### src/rtl/drac_pkg.sv
// Shared types and width rules for the tile memory request arbiter.
package drac_pkg;

  typedef enum logic {
    FIXED_PRIO,
    ROUND_ROBIN
  } arb_mode_t;

  function automatic int pw_of(input int n);
    int w;
    w = $clog2(n);
    return (w < 1) ? 1 : w;
  endfunction

endpackage

### src/rtl/tile_rr_arbiter.sv
// Rotating-priority grant picker; a pointer of 0 gives plain fixed priority.
module tile_rr_arbiter #(
  parameter int N  = 6,
  parameter int IW = 3
) (
  input  logic [N-1:0]  elig,
  input  logic [IW-1:0] ptr,
  output logic [N-1:0]  gnt,
  output logic [IW-1:0] idx,
  output logic          any
);

  logic [IW:0] pos;
  logic        hit;

  // Walk ports starting at ptr, wrapping once past N-1.
  always_comb begin
    gnt = '0;
    idx = '0;
    hit = 1'b0;
    pos = '0;
    for (int i = 0; i < N; i++) begin
      pos = {1'b0, ptr} + (IW+1)'(i);
      if (pos >= (IW+1)'(N)) pos = pos - (IW+1)'(N);
      if (!hit && elig[pos[IW-1:0]]) begin
        hit = 1'b1;
        gnt[pos[IW-1:0]] = 1'b1;
        idx = pos[IW-1:0];
      end
    end
  end

  assign any = hit;

endmodule

### src/rtl/tile_mem_req_arbiter.sv
// Multi-port memory request arbiter with wake-up delay, per-port
// outstanding limits and a registered downstream request slot.
module tile_mem_req_arbiter
  import drac_pkg::*;
#(
  parameter int        NumPorts       = 6,
  parameter int        PayloadWidth   = 64,
  parameter arb_mode_t ArbMode        = FIXED_PRIO,
  parameter int        MaxOutstanding = 4,
  parameter int        WakeUpCycles   = 32768
) (
  input  logic                             clk_i,
  input  logic                             rst_i,
  input  logic [NumPorts-1:0]              req_valid_i,
  output logic [NumPorts-1:0]              req_ready_o,
  input  logic [NumPorts*PayloadWidth-1:0] req_payload_i,
  output logic                             out_valid_o,
  input  logic                             out_ready_i,
  output logic [PayloadWidth-1:0]          out_payload_o,
  output logic [pw_of(NumPorts)-1:0]       out_portid_o,
  input  logic                             rsp_valid_i,
  input  logic [pw_of(NumPorts)-1:0]       rsp_portid_i,
  output logic                             wake_done_o,
  output logic                             err_o
);

  localparam int PW = pw_of(NumPorts);
  localparam int CW = $clog2(MaxOutstanding + 1);
  localparam logic [15:0] WakeMax = 16'(WakeUpCycles);

  logic [15:0]         wake_cnt;
  logic [CW-1:0]       outst [NumPorts];
  logic [PW-1:0]       rr_ptr;
  logic [PW-1:0]       arb_ptr;
  logic [PW-1:0]       gnt_idx;
  logic [NumPorts-1:0] elig;
  logic [NumPorts-1:0] gnt;
  logic                gnt_hit;
  logic                loadable;
  logic                grant;
  logic                rsp_in_range;
  logic                rsp_ok;

  assign wake_done_o = (wake_cnt == WakeMax);

  always_comb begin
    elig = '0;
    for (int p = 0; p < NumPorts; p++) begin
      elig[p] = req_valid_i[p] && wake_done_o &&
                (outst[p] < CW'(MaxOutstanding));
    end
  end

  assign arb_ptr = (ArbMode == ROUND_ROBIN) ? rr_ptr : '0;

  tile_rr_arbiter #(
    .N  (NumPorts),
    .IW (PW)
  ) u_arb (
    .elig (elig),
    .ptr  (arb_ptr),
    .gnt  (gnt),
    .idx  (gnt_idx),
    .any  (gnt_hit)
  );

  assign loadable    = !out_valid_o || out_ready_i;
  assign grant       = loadable && gnt_hit;
  assign req_ready_o = grant ? gnt : '0;

  // Responses to idle or nonexistent ports are dropped and flagged.
  assign rsp_in_range = {1'b0, rsp_portid_i} < (PW+1)'(NumPorts);
  assign rsp_ok = rsp_valid_i && rsp_in_range &&
                  (outst[rsp_portid_i] != '0);

  always_ff @(posedge clk_i) begin
    if (rst_i) begin
      wake_cnt <= '0;
    end else if (!wake_done_o) begin
      wake_cnt <= wake_cnt + 16'd1;
    end
  end

  always_ff @(posedge clk_i) begin
    if (rst_i) begin
      for (int p = 0; p < NumPorts; p++) outst[p] <= '0;
    end else begin
      for (int p = 0; p < NumPorts; p++) begin
        if (grant && gnt[p] &&
            !(rsp_ok && rsp_portid_i == PW'(p))) begin
          outst[p] <= outst[p] + CW'(1);
        end else if (rsp_ok && rsp_portid_i == PW'(p) &&
                     !(grant && gnt[p])) begin
          outst[p] <= outst[p] - CW'(1);
        end
      end
    end
  end

  always_ff @(posedge clk_i) begin
    if (rst_i) begin
      out_valid_o   <= 1'b0;
      out_payload_o <= '0;
      out_portid_o  <= '0;
    end else if (loadable) begin
      out_valid_o <= gnt_hit;
      if (gnt_hit) begin
        out_payload_o <=
          req_payload_i[int'(gnt_idx)*PayloadWidth +: PayloadWidth];
        out_portid_o  <= gnt_idx;
      end
    end
  end

  always_ff @(posedge clk_i) begin
    if (rst_i) begin
      rr_ptr <= '0;
    end else if (grant) begin
      rr_ptr <= (gnt_idx == PW'(NumPorts - 1)) ? '0 : gnt_idx + 1'b1;
    end
  end

  always_ff @(posedge clk_i) begin
    if (rst_i) begin
      err_o <= 1'b0;
    end else if (rsp_valid_i && !rsp_ok) begin
      err_o <= 1'b1;
    end
  end

endmodule

### config.mk
export PLATFORM = sky130hd
export DESIGN_NAME = tile_mem_req_arbiter
export DESIGN_NICKNAME = d
export VERILOG_FILES = /design/src/rtl/drac_pkg.sv /design/src/rtl/tile_rr_arbiter.sv /design/src/rtl/tile_mem_req_arbiter.sv
export SDC_FILE = /design/constraint.sdc
export NUM_CORES = 1
export LEC_CHECK = 0
export CAP_MARGIN = 20
export CORE_AREA = 2 2 184 186
export CTS_BUF_LIST = sky130_fd_sc_hd__clkbuf_4 sky130_fd_sc_hd__clkbuf_8
export CTS_CLUSTER_SIZE = 14
export DETAILED_ROUTE_END_ITERATION = 16
export DIE_AREA = 0 0 186 188
export GPL_TIMING_DRIVEN = 1
export PLACE_DENSITY_LB_ADDON = 0.1
export SLEW_MARGIN = 40
export SYNTH_ARGS = -nofsm -noshare
export SYNTH_HDL_FRONTEND = slang
export SYNTH_SLANG_ARGS = --single-unit
### constraint.sdc
create_clock -name clk_i -period 5.5 [get_ports clk_i]
set_input_delay 0.825 -clock clk_i [delete_from_list [all_inputs] [get_ports clk_i]]
set_output_delay 0.825 -clock clk_i [all_outputs]
set_load 0.05 [all_outputs]
==> impl_metrics.csv <==
group,metric,value,unit
outcome,status,"finished clean",
synthesis,synth_cells,981,
routing,drt-pass1-iter-count,5,
critical_path,crit_required,4.68,ns
synthesis,synth-async-reset-ratio,0,
timing,holdWs,0.459,ns
timing,drv_slew,0,
synthesis,seq_area_frac_synth,0.280,
floorplan,die_h,188,µm
clocking,ctsLongestPathBuffers,2,
clocking,htree_levels,3,
timing,worst_clock_skew,0.0258,ns
critical_path,crit_arrival,3.99,ns
synthesis,synth_seq_cells,103,
critical_path,r2r-start,"wake_cnt[0]",
critical_path,reg2reg_slack,1.53,ns
routing,drt_wl_total,43800,µm
timing,clock.fmax,0.207,GHz
clocking,cts_made_buffers,9,
global_routing,use_met3,0.0585,
synthesis,synth_fp_nets,1387,
routing,avgRoutedWirePerCell,23.6,µm
run,drv_cap,0,
place,io_buffers,472,
global_routing,grt_max_degree,66,
min_path,hold_end,"out_payload_o[8]",
clocking,cts_tree,"yes",
timing,period_share,0.876,
floorplan,start_util,0.242,
min_path,hp-start,"out_payload_o[8]",
routing,vias,9372,
cells_and_area,final_nets,1797,
cells_and_area,syn_to_final_growth,68.0,%
power,p_leak,5.05,nW
place,gp_congestion,0.857,
global_routing,grtUsageMet1,0.295,
floorplan,ios,473,
min_path,holdPathStages,2,
critical_path,endpoint_kind,"output port",
clocking,cts_setup_buffers,0,
global_routing,top_usage_layer,"met2",
timing,tns,0,ns
power,power_density,149,mW/mm²
synthesis,synth_flop_cell,"dfxtp_1",
timing,rsz0062_at_grt,"false",
timing,setup_violations,0,
clocking,insertion_delay,0.41,ns
floorplan,die_w,186,µm
floorplan,core_area,0.0331,mm²
cells_and_area,finalCoreUtilization,0.406,
min_path,hold_class,"register to register",
place,place_area,0.0132,mm²
global_routing,grt_util_met2,0.412,
timing,relSlewSlack,0.436,
routing,via_per_inst,5.05,
critical_path,startpoint_type,"register",
timing,fin_ws,0.681,ns
synthesis,synth.avg_cell_area,8.15,µm²
critical_path,r2r-end,"out_payload_o[33]",
floorplan,die_area,0.0350,mm²
global_routing,antenna_found_initial,17,
routing,drt.antenna.violating_nets,0,
place,dp_slack,1.12,ns
synthesis,syn_area,0.00800,mm²
timing,tightestPinTransition,0.838,ns
clocking,cts-root-buf,"clkbuf_8",
cells_and_area,final_layout_size_suffix_gt1_frac,0.0745,
floorplan,rows,67,
clocking,cts.clk_slew.worst_paths,0.13,ns
global_routing,grt_pass1_vias,9252,
power,vdd_drop_max,0.000119,V
cells_and_area,fillerInstances,3367,
critical_path,criticalPathCategory,"register to output port",
routing,drcViolationCount,0,
cells_and_area,design_area,0.0134,mm²
synthesis,yosysWarnings,0,
critical_path,r2r_cells,10,
global_routing,overflow,0,
critical_path,cp_max_fo,29,
global_routing,grt_pass1_wl,62400,µm
place,place_hpwl,33500,µm
synthesis,synth_edf_count,18,
clocking,cts.repair.resized,0,
routing,drtIter0Drc,599,
cells_and_area,fin_cells,1857,
timing,hold_viol,0,
power,power,2.01,mW
global_routing,grt_use_total,0.241,
synthesis,synth.distinct_cells,58,
timing,fin_crit,4.82,ns
clocking,clock-sinks,103,
place,placed_cells,1828,
clocking,postCtsHoldBufs,0,
==> cell families (layout without fill, tap and decap cells) <==
kind of cell               Yosys count  after routing  share of synthesized area
AOI/OAI and AO/OA                  302            302                      0.259
muxes                              118            118                      0.155
buffers and inverters              111            526                     0.0569
and+or+nand+nor                    318            318                      0.208
other                                0             13                          0
adders and majority gates            9              9                     0.0188
xor gates and xnor gates            20             20                     0.0219
DFF                                103            103                      0.280
==> power breakdown <==
| group | leakage, nW | switching [mW] | internal, mW |
|---|---|---|---|
| clock network | 0.125 | 0.332 | 0.308 |
| registers | 0.872 | 0.00898 | 0.776 |
| logic | 4.06 | 0.235 | 0.346 |
| total | 5.05 | 0.576 | 1.43 |
==> state kept, by name (all words and copies together) (netlist names) <==
register / flops
outst: 18
out_portid_o: 3
out_payload_o: 64
out_valid_o: 1
wake_cnt: 16
err_o: 1
==> worst max-delay path, cell delays in order (launching register included) <==
cell and delay, ns:
dfxtp_1 0.37, inv_1 0.09, ha_1 0.13, or4b_1 0.45
or4_4 0.70, inv_2 0.36, nand2_2 0.21, nor3_1 0.38
clkdlybuf4s50_1 0.88
==> routing by layer <==
layer	wire (µm)	vias up
met5	58	-
met4	930	10
met3	2970	52
met2	21800	292
met1	18100	4504
li1	-	4514
==> area by class of cell <==
cell class | count | area (µm²) | area share
multi-input combinational | 767 | 5400 | 0.402
timing repair buffer | 491 | 4890 | 0.364
sequential | 103 | 2240 | 0.167
antenna | 13 | 32.5 | 0.00242
inverter | 19 | 71.3 | 0.00531
tap | 448 | 561 | 0.0417
clock inverter | 7 | 123 | 0.00913
clock buffer | 9 | 124 | 0.00922
==> layout by cell type, fill, tap and decap left out, types with 13 or more instances in the layout <==
master / n
a211o_1: 34
a211oi_1: 35
a21oi_1: 48
a221oi_1: 34
a31oi_1: 24
and2_1: 22
and3_1: 45
buf_4: 19
clkdlybuf4s50_1: 470
dfxtp_1: 85
diode_2: 13
edfxtp_1: 18
inv_1: 18
mux2_2: 45
mux2i_1: 73
nand2_1: 88
nand2b_1: 16
nor2_1: 46
nor2b_1: 13
nor3_1: 27
o21ai_0: 69
o31ai_1: 22
xor2_1: 13
==> cells in the mapped netlist (22+ instances only) <==
cell,n,area [µm²]
a221oi_1,34,298
a21oi_1,49,245
nand2_1,89,334
o21ai_0,70,350
a211oi_1,37,278
dfxtp_1,85,1700
and3_1,45,282
mux2i_1,73,731
mux2_2,45,507
a31oi_1,24,150
o31ai_1,22,165
nor2_1,48,180
nor3_1,28,140
a211o_1,35,307
clkbuf_1,71,267
and2_1,22,138
==> worst max path at each step <==
| stage | start | endpoint |
|---|---|---|
| after CTS | wake_cnt[0] | req_ready_o[3] |
| after floorplan | wake_cnt[0] | req_ready_o[3] |
| after detailed placement | wake_cnt[0] | req_ready_o[3] |
| after global placement | req_valid_i[1] | out_payload_o[19] |
| after global routing | wake_cnt[0] | req_ready_o[3] |
| final | wake_cnt[0] | req_ready_o[3] |
Note: power is estimated with default switching activity, not from simulation.
